<file path="src/rtl/processor_pkg.sv">
// rtl/processor_pkg.sv - shared types and constants for the processor scheduler
package processor_pkg;

  // Arbiter states; encoding is visible on debug taps, so it is pinned here.
  typedef enum logic [1:0] {
    IDLE  = 2'd0,
    BUSY0 = 2'd1,
    BUSY1 = 2'd2
  } arb_state_t;

  localparam logic SRC0 = 1'b0;
  localparam logic SRC1 = 1'b1;

  localparam int DEFAULT_DATA_WIDTH = 8;
  localparam int DEFAULT_PIPE_DEPTH = 3;

  // Per-beat side information carried alongside the shared pipeline.
  typedef struct packed {
    logic valid;
    logic last;
    logic source;
  } shadow_t;

endpackage

</file>
<file path="src/rtl/processor_valid_shadow.sv">
// rtl/processor_valid_shadow.sv - enable-gated shift register of per-beat flags
module processor_valid_shadow
  import processor_pkg::*;
#(
  parameter int DEPTH = DEFAULT_PIPE_DEPTH
) (
  input  logic       clock,
  input  logic       reset,
  input  logic       enable,
  input  logic [2:0] stage_in,
  output logic [2:0] stage_out
);

  shadow_t stages [DEPTH];

  // Shift in lockstep with the shared pipeline; reset wipes every stage.
  always_ff @(posedge clock) begin
    if (!reset) begin
      for (int i = 0; i < DEPTH; i++) begin
        stages[i] <= '0;
      end
    end else if (enable) begin
      stages[0] <= stage_in;
      for (int i = 1; i < DEPTH; i++) begin
        stages[i] <= stages[i-1];
      end
    end
  end

  assign stage_out = stages[DEPTH-1];

endmodule

</file>
<file path="src/rtl/processor_scheduler.sv">
// rtl/processor_scheduler.sv - packet round-robin sharing one fixed-latency pipeline
module processor_scheduler
  import processor_pkg::*;
#(
  parameter int DATA_WIDTH = DEFAULT_DATA_WIDTH,
  parameter int PIPE_DEPTH = DEFAULT_PIPE_DEPTH
) (
  input  logic                  clock,
  input  logic                  reset,
  input  logic [DATA_WIDTH-1:0] s0_data,
  input  logic                  s0_valid,
  input  logic                  s0_last,
  output logic                  s0_ready,
  input  logic [DATA_WIDTH-1:0] s1_data,
  input  logic                  s1_valid,
  input  logic                  s1_last,
  output logic                  s1_ready,
  output logic                  pipe_reset,
  output logic                  pipe_enable,
  output logic [DATA_WIDTH-1:0] pipe_in_data,
  output logic                  pipe_in_valid,
  output logic                  pipe_in_last,
  input  logic [DATA_WIDTH-1:0] pipe_out_data,
  input  logic                  pipe_out_valid,
  input  logic                  pipe_out_last,
  output logic [DATA_WIDTH-1:0] m_data,
  output logic                  m_valid,
  output logic                  m_last,
  output logic                  m_source,
  input  logic                  m_ready
);

  arb_state_t state, state_next;
  logic       last_grant, last_grant_next;
  logic       grant0, grant1;
  logic       accept0, accept1;
  shadow_t    shadow_in, shadow_tail;

  // The pipeline's own valid/last are untrusted; the shadow supplies them.
  logic unused_pipe_flags;
  assign unused_pipe_flags = pipe_out_valid ^ pipe_out_last;

  assign pipe_reset  = ~reset;
  assign m_data      = pipe_out_data;
  assign m_valid     = shadow_tail.valid;
  assign m_last      = shadow_tail.valid & shadow_tail.last;
  assign m_source    = shadow_tail.source;
  assign pipe_enable = ~(m_valid & ~m_ready);

  // Grant selection, ready generation and packet-boundary state transitions.
  always_comb begin
    state_next      = state;
    last_grant_next = last_grant;
    grant0          = 1'b0;
    grant1          = 1'b0;
    case (state)
      IDLE: begin
        if (s0_valid && (!s1_valid || last_grant == SRC1)) begin
          grant0 = 1'b1;
        end else if (s1_valid) begin
          grant1 = 1'b1;
        end
      end
      BUSY0:   grant0 = 1'b1;
      BUSY1:   grant1 = 1'b1;
      default: state_next = IDLE;
    endcase
    s0_ready = reset & pipe_enable & grant0;
    s1_ready = reset & pipe_enable & grant1;
    accept0  = s0_valid & s0_ready;
    accept1  = s1_valid & s1_ready;
    if (accept0) begin
      if (s0_last) begin
        state_next      = IDLE;
        last_grant_next = SRC0;
      end else begin
        state_next = BUSY0;
      end
    end else if (accept1) begin
      if (s1_last) begin
        state_next      = IDLE;
        last_grant_next = SRC1;
      end else begin
        state_next = BUSY1;
      end
    end
  end

  // Arbiter state; after reset source 1 counts as last served so source 0 wins a tie.
  always_ff @(posedge clock) begin
    if (!reset) begin
      state      <= IDLE;
      last_grant <= SRC1;
    end else begin
      state      <= state_next;
      last_grant <= last_grant_next;
    end
  end

  // Pipeline input mux: the accepted beat, or an all-zero bubble.
  always_comb begin
    pipe_in_data  = '0;
    pipe_in_last  = 1'b0;
    pipe_in_valid = accept0 | accept1;
    if (accept0) begin
      pipe_in_data = s0_data;
      pipe_in_last = s0_last;
    end else if (accept1) begin
      pipe_in_data = s1_data;
      pipe_in_last = s1_last;
    end
  end

  assign shadow_in.valid  = pipe_in_valid;
  assign shadow_in.last   = pipe_in_last;
  assign shadow_in.source = accept1 ? SRC1 : SRC0;

  processor_valid_shadow #(
    .DEPTH(PIPE_DEPTH)
  ) u_shadow (
    .clock    (clock),
    .reset    (reset),
    .enable   (pipe_enable),
    .stage_in (shadow_in),
    .stage_out(shadow_tail)
  );

endmodule

</file>
<file path="config.mk">
export PLATFORM = sky130hd
export DESIGN_NAME = processor_scheduler
export DESIGN_NICKNAME = d
export VERILOG_FILES = /design/src/rtl/processor_pkg.sv /design/src/rtl/processor_valid_shadow.sv /design/src/rtl/processor_scheduler.sv
export SDC_FILE = /design/constraint.sdc
export NUM_CORES = 1
export LEC_CHECK = 0
export BUFFER_PORTS_ARGS = -buffer_cell sky130_fd_sc_hd__buf_4
export CORE_MARGIN = 10
export CORE_UTILIZATION = 30
export CTS_BUF_LIST = sky130_fd_sc_hd__clkbuf_8
export DETAILED_ROUTE_END_ITERATION = 8
export PLACE_DENSITY_LB_ADDON = 0.08
export SLEW_MARGIN = 25
export SYNTH_ARGS = -nofsm -noshare
export SYNTH_HDL_FRONTEND = slang
export SYNTH_SLANG_ARGS = --single-unit
</file>
<file path="constraint.sdc">
create_clock -name clock -period 1.2 [get_ports clock]
set_clock_uncertainty 0.15 [all_clocks]
set_input_delay 0.06 -clock clock [delete_from_list [all_inputs] [get_ports clock]]
set_output_delay 0.06 -clock clock [all_outputs]
set_load 0.05 [all_outputs]
</file>
# Word-level counts from Yosys, hierarchy flattened
# Memories as Yosys holds them, arrays and structs flattened.
# Cells that the tools add are included.
# word_totals
latch_bits	0
memories	1
input_bits	33
mem_bits_rw	9
wordCells	55
regBits	3
out_inout_bits	25
rom_bits	0
# classes
shift	0
eq_ne	4
n_addsub	0
bitwise	14
reduce_logical	8
magnitude_cmp	0
n_mul	0
muxes	26
n_div	0
# mem_list
name	depth	width	read_ports	rd_ports_with_merged_regs	wr	line_no	rtl
u_shadow.stages	3	3	3	0	3	processor_valid_shadow.sv:14	shadow_t stages [DEPTH];
# ops
cell	count
8-bit two-way mux	2
1-bit two-way mux	15
3-bit two-way mux	3
2-bit two-way mux	4
1-bit AND	7
1-bit OR	4
1-bit one-hot mux with 2 select lines	2
2-bit nonzero test	2
3-bit by 1-bit inequality test with 1-bit output (second input constant)	1
1-bit NOT	3
3-bit AND reduction	1
3-bit OR reduction	1
2-bit by 1-bit == test with 1-bit output (second input constant)	1
2-bit == test (second input constant)	1
2-bit zero test	1
2-bit inequality test (second input constant)	1
1-bit logical AND	1
1-bit zero test	1
1-bit logical OR	1

# Logic depth before layout (Yosys ltp)
# Gate-level depths: netlist (run 1).
# logic_depth
word_depth	10
depth_mapped	6
mapped_depth_nobuf	4

# By module
# A second synthesis (run 1) with hierarchy kept.
# hier_totals
hier_cells	72
hier_area_um2	726.9
# by_module_without_submodules
mod	area_per_inst_um2	cells_each	seq_area_each_um2	n_inst
processor_scheduler	371.6	50	60.1	1
processor_valid_shadow	355.3	22	270.3	1

# Least setup slack after synthesis (run 1)
# OpenSTA, ideal clock, no wires.
# synth_path
path_kind	reg2out
start	mem u_shadow.stages[0][8] in the netlist's numbering
end	out s0_ready
required_time_ns	0.990
arrival_time_ns	2.168
setup_slack_ns	-1.178
stages_incl_launch_ff	6
path_buffers	1
cell_sequence	edfxtp_1 > nor2b_4 > inv_2 > buf_6 > nand2_2 > nor3_1
# synth_rtl
item	line_no	rtl
start: declaration	processor_valid_shadow.sv:14	
end: declaration	processor_scheduler.sv:13	output logic s0_ready,

==> results of run 1 <==
-- power groups by stage --
stage                     registers (mW)  logic (mW)  clock network, mW
final                              0.497       0.799              0.365
after global routing               0.501       0.846              0.394
after CTS                          0.494       0.760              0.382
after detailed placement           0.503       0.628                  0
after global placement             0.501       0.623                  0
after floorplan                    0.519       0.463                  0
-- sequential cells by signal (all words and copies together), names as in the netlist --
name and flops:
state 2, last_grant 1, u_shadow.stages 9
-- cell usage after synthesis, types with 2 or more instances --
cell / instances / area (um^2)
nand2_1: 3 / 11.3
nand3_1: 18 / 90.1
nor3_1: 2 / 10.0
buf_6: 3 / 33.8
dfxtp_1: 3 / 60.1
and3_1: 7 / 43.8
o211a_1: 2 / 20.0
buf_4: 9 / 67.6
nor2b_4: 2 / 27.5
clkbuf_1: 2 / 7.51
nand3b_1: 3 / 22.5
edfxtp_1: 9 / 270
o22ai_2: 9 / 113
a21oi_1: 2 / 10.0
-- worst paths after layout --
kind / slack [ps] / endpoint / depth (start not counted)
worst max register to register: -290 / u_shadow.stages[0][3] / 5
worst min-delay path: 60 / state[1] / 3
worst max-delay path: -450 / pipe_in_data[0] / 6
worst min register to register: 400 / u_shadow.stages[0][3] / 1
-- through the flow --
step / utilization [%] / hold slack [ps] / power [mW] / TNS [ps]
6_report: 65.6 / 57.7 / 1.66 / -9650
3_3_place_gp: 51.1 / -29.6 / 1.12 / -5220
3_5_place_dp: 51.1 / -29.6 / 1.13 / -5830
2_1_floorplan: - / 16.8 / 0.982 / -15560
4_1_cts: 60.5 / 52.7 / 1.64 / -9620
5_1_grt: 65.6 / 68.1 / 1.74 / -11470
-- metal layers --
metal / part of all wire, % / track usage [%] / vias up
li1: - / - / 464
met1: 40 / 12.5 / 463
met2: 51 / 19.6 / 41
met3: 7.7 / 4.20 / 4
met4: 1.2 / 3.15 / 0
met5: 0 / 0 / -
-- cells by family after synthesis --
family | after synthesis | synth area share (%)
AND/OR/NAND/NOR | 42 | 27.6
buffers and inverters | 18 | 14.2
AO/OA/AOI/OAI | 19 | 21.9
flip-flops | 12 | 36.4
-- worst reg2reg max path, delay by kind of cell, from the launching register on --
kind / cells / cell delay [ps]
buf+inv: 3 / 420
flops: 1 / 350
simple gates: 2 / 350
-- final cells by class --
class / count / share of cell area (%)
clock inverters: 1 / 0.202
multi-input cells: 61 / 37.3
repair buffers: 74 / 39.6
flip-flops and latches: 12 / 17.9
inverters: 2 / 0.674
clock buffers: 3 / 2.22
well taps: 31 / 2.09
-- what timing repair did --
item / 4_1_cts / 5_1_grt
pin swaps: 1 / 7
resized for setup: 26 / 24
setup buffers: 3 / 3
setup endpoints to repair: 35 / 36
hold buffers: 11 / 0
endpoints found under the hold margin: 10 / 0
cloned: 0 / 1
==> flow_summary_export.csv, run 1 <==
group,metric,value,unit
timing,finalMaxSlewViolations,0,
clock_tree,clk_pin_slew,50,ps
critical_path,timing.critical_path.buf_inv,3,
die,die_x,75.0,um
logic_synthesis,syn_inst,91,
critical_path,worst_setup_path_end_kind,"output port",
routing,wl,3110,um
timing,fmax,0.607,GHz
critical_path,cp.arrival,1440,ps
critical_path,startpoint,"u_shadow.stages[0][8]",
logic_synthesis,ys_ff_latch,12,
hold_path,hp-class,"primary input to flop",
critical_path,path_delay_family,"buffers and inverters",
logic_synthesis,ys_warn_count,0,
clock_tree,cts_buffers,3,
critical_path,timing.rr.start,"u_shadow.stages[0][8]",
timing,setup_slack,-447,ps
power_and_ir_drop,peakVddDrop,0.000620,V
critical_path,crit_chain,"nor2b_4, clkinv_4, buf_8, nand3_2, o22ai_4, buf_6",
finish,fillers,213,
power_and_ir_drop,p_sw,0.603,mW
power_and_ir_drop,switching_share,36.3,%
timing,rsz0062_at_grt,"true",
routing,post_drt_wl_per_cell,16.9,um
clock_tree,cts_num_sinks,12,
timing,setup_viol,35,
finish,final_cell_area,1860,um^2
outcome,status,"complete, but fails checks",
place,port_buffers,39,
critical_path,required,990,ps
grt,grt_pass1_vias,1031,
clock_tree,cts_htree_levels,1,
finish,multi_input_area,692,um^2
power_and_ir_drop,clockPowerShare,21.9,%
finish,antennaDiodeCount,0,
clock_tree,cts.path.max_buffers,2,
clock_tree,clkLatencyLatePin,240,ps
timing,final_hold_viol_count,0,
critical_path,crit_path_start_kind,"flop",
routing,drtAntennaViolNets,0,
timing,finalCritPeriodShare,137,%
logic_synthesis,synth.cell_area,908,um^2
logic_synthesis,ys_seq_area_share,36.4,%
finish,register_area,333,um^2
die,core_area,2830,um^2
power_and_ir_drop,p_int,1.06,mW
timing,fin_crit,1650,ps
grt,grt.total_usage,11.2,%
outcome,violations,"negative setup slack",
logic_synthesis,synth-edff-count,9,
power_and_ir_drop,p_comb_share,48.1,%
critical_path,crit_slowest_cell,"edfxtp_1",
clock_tree,cts_root_buf,"clkbuf_8",
die,pin_count,58,
routing,num_vias,972,
place,place_inst,165,
finish,syn2layout_area_growth,104,%
grt,grt_pass1_wl,4940,um
hold_path,worstHoldStart,"s1_valid",
finish,fin_cells,184,
logic_synthesis,ys_async_sr_fraction,0,%
finish,final_nets,187,
die,die_y,75.0,um
logic_synthesis,ys_types,31,
grt,grt_max_degree,28,
die,dieArea,5630,um^2
routing,viasPerCell,5.28,
die,num_rows,19,
place,pre_cts_ws,-315,ps
logic_synthesis,ys_dominant_reg_cell,"edfxtp_1",
critical_path,critPathMaxFanout,7,
place,dp_hpwl,2290,um
logic_synthesis,avgSynthCellArea,9.98,um^2
die,start_util,32.1,%
grt,overflow,0,
routing,dr.pass1.iters,4,
grt,grt_antenna_before_repair,0,
finish,final_cell_mix,"39 x buf_4, 15 x nand3_2, 14 x buf_6",
critical_path,slowest_delay,380,ps
timing,worst_pin_slew,509,ps
timing,maxSlewHeadroom,66.0,%
place,place_area,1450,um^2
logic_synthesis,synth_fp_nets,124,
finish,drive_above_1_share,72.5,%
power_and_ir_drop,powerDensity,895,nW/um^2
routing,drc,0,
power_and_ir_drop,sequentialPowerShare,29.9,%
run,cap_violations,0,
clock_tree,tritoncts,"built",
place,gp_congestion,0.796,
critical_path,path_class,"flop to output port",
routing,drtIter0Drc,17,
power_and_ir_drop,p_leak,0.776,nW
finish,final_common_cell,"buf_4",
(Power assumes the default switching activity.)
==> run 2, diff against run 1 <==
Clock period 1.2 ns to 1.5 ns, I/O delays scaled along.
==> flow_summary_export.csv, run 2 (synthesis results as in run 1) <==
group,metric,value,unit
finish,largest_register_ffs,9,
routing,wl,2850,um
finish,top_register,"u_shadow.stages",
timing,finalCritPeriodShare,113,%
critical_path,critPathMaxFanout,6,
critical_path,cp.arrival,1460,ps
grt,grt_pass1_wl,4330,um
critical_path,reg2reg_depth,6,
critical_path,crit_chain,"nor2b_4, clkinv_4, buf_12, nand3_2, o22ai_4, buf_6",
hold_path,worstHoldStart,"pipe_out_data[4]",
finish,multi_input_area,673,um^2
outcome,violations,"negative setup slack",
timing,fin_hold_ws,0.0193,ps
hold_path,hp-class,"primary input to output port",
clock_tree,cts.path.max_buffers,2,
finish,fillers,238,
die,die_y,75.0,um
critical_path,path_class,"flop to output port",
timing,maxSlewHeadroom,67.9,%
critical_path,worst_setup_path_end_kind,"output port",
die,core_area,2830,um^2
finish,register_area,333,um^2
outcome,status,"complete, but fails checks",
die,pin_count,58,
finish,antennaDiodeCount,0,
timing,fmax,0.593,GHz
clock_tree,tritoncts,"built",
power_and_ir_drop,p_leak,0.722,nW
clock_tree,clk_pin_slew,50,ps
routing,viasPerCell,5.17,
critical_path,r2r-end,"u_shadow.stages[0][4]",
timing,final_hold_viol_count,0,
power_and_ir_drop,total_power,1.24,mW
timing,worst_pin_slew,481,ps
critical_path,slowest_delay,390,ps
routing,drc,0,
grt,grt_max_degree,33,
run,cap_violations,0,
timing,fin_crit,1690,ps
finish,top_regs,"u_shadow.stages x9, state x2, last_grant x1",
finish,fin_cells,172,
finish,final_common_cell,"buf_4",
critical_path,timing.critical_path.buf_inv,3,
clock_tree,cts_root_buf,"clkbuf_8",
clock_tree,clkLatencyLatePin,240,ps
timing,setup_viol,18,
finish,syn2layout_area_growth,86.9,%
timing,setup_slack,-188,ps
critical_path,crit_slowest_cell,"edfxtp_1",
critical_path,required,1270,ps
routing,num_vias,889,
grt,grt_pass1_vias,916,
place,place_inst,157,
place,gp_congestion,0.810,
critical_path,path_delay_family,"flip-flops",
routing,drtAntennaViolNets,0,
power_and_ir_drop,peakVddDrop,0.000371,V
timing,finalMaxSlewViolations,0,
grt,grt.total_usage,9.70,%
finish,drive_above_1_share,72.3,%
critical_path,crit_path_start_kind,"flop",
routing,drtIter0Drc,14,
place,dp_hpwl,2090,um
routing,post_drt_wl_per_cell,16.6,um
die,num_rows,19,
die,dieArea,5630,um^2
grt,overflow,0,
clock_tree,cts_num_sinks,12,
timing,rsz0062_at_grt,"true",
die,die_x,75.0,um
routing,dr.pass1.iters,3,
critical_path,timing.rr.start,"u_shadow.stages[0][8]",
hold_path,min_path_cells,0,
finish,final_cell_mix,"38 x buf_4, 16 x buf_6, 14 x nand3_2",
finish,final_nets,175,
power_and_ir_drop,powerDensity,729,nW/um^2
hold_path,whs_endpoint,"m_data[4]",
place,port_buffers,39,
clock_tree,cts_buffers,3,
critical_path,ff2ff_setup_slack,-110,ps
finish,final_util,60.0,%
die,start_util,32.1,%
grt,grt_antenna_before_repair,0,
clock_tree,cts_htree_levels,1,
[run 2: worst max-delay path by stage]
stage | startpoint | end | slack, ps | depth (start not counted)
floorplan | u_shadow.stages[0][8] | pipe_in_data[0] | -310 | 6
global placement | u_shadow.stages[0][8] | pipe_in_data[7] | -20 | 6
detailed placement | u_shadow.stages[0][8] | pipe_in_data[4] | -60 | 6
CTS | u_shadow.stages[0][8] | pipe_in_data[7] | -230 | 6
global route | u_shadow.stages[0][8] | s0_ready | -260 | 6
finish | u_shadow.stages[0][8] | pipe_in_data[3] | -190 | 6
[run 2: power by group]
| part | total (mW) | switching (mW) | internal [mW] | leakage [nW] |
|---|---|---|---|---|
| clock network | 0.288 | 0.108 | 0.180 | 0.0231 |
| registers | 0.398 | 0.0133 | 0.385 | 0.132 |
| logic | 0.552 | 0.305 | 0.247 | 0.566 |
| total | 1.24 | 0.426 | 0.811 | 0.722 |
[run 2: routing by layer]
layer | vias up | track usage (%) | share of wire [%]
met3 | 2 | 4.60 | 9.3
met5 | - | 0 | 0
li1 | 443 | - | -
met2 | 31 | 16.8 | 49
met4 | 0 | 3.15 | 0.91
met1 | 413 | 10.2 | 41
[run 2: area by class of cell]
cell class                 count  area share, %
multi-input combinational     61           39.6
timing repair buffer          62           35.1
sequential                    12           19.6
clock buffer                   3           2.43
tap                           31           2.28
inverter                       2          0.737
clock inverter                 1          0.221
[run 2: per-stage QoR]
stage | setup TNS, ps | instance area, um^2 | setup slack [ps]
2_1_floorplan | -5580 | 1060 | -309
3_3_place_gp | -169 | 1380 | -24.0
3_5_place_dp | -462 | 1380 | -59.1
4_1_cts | -2400 | 1560 | -225
6_report | -2400 | 1700 | -188
5_1_grt | -3790 | 1700 | -259
[run 2: worst register-to-register path: stages, from the launching register on]
cell and delay, ps:
edfxtp_1 350, nor2b_4 190, clkinv_4 110, buf_6 150, buf_4 140, buf_6 110
and3_1 160
[run 2: what timing repair did]
action | CTS | global route
resized for setup | 21 | 16
cloned | 0 | 1
endpoints found under the setup margin | 13 | 13
pin swaps | 1 | 6
hold buffers | 3 | 0
endpoints found under the hold margin | 2 | 0
buffers inserted | 3 | 5
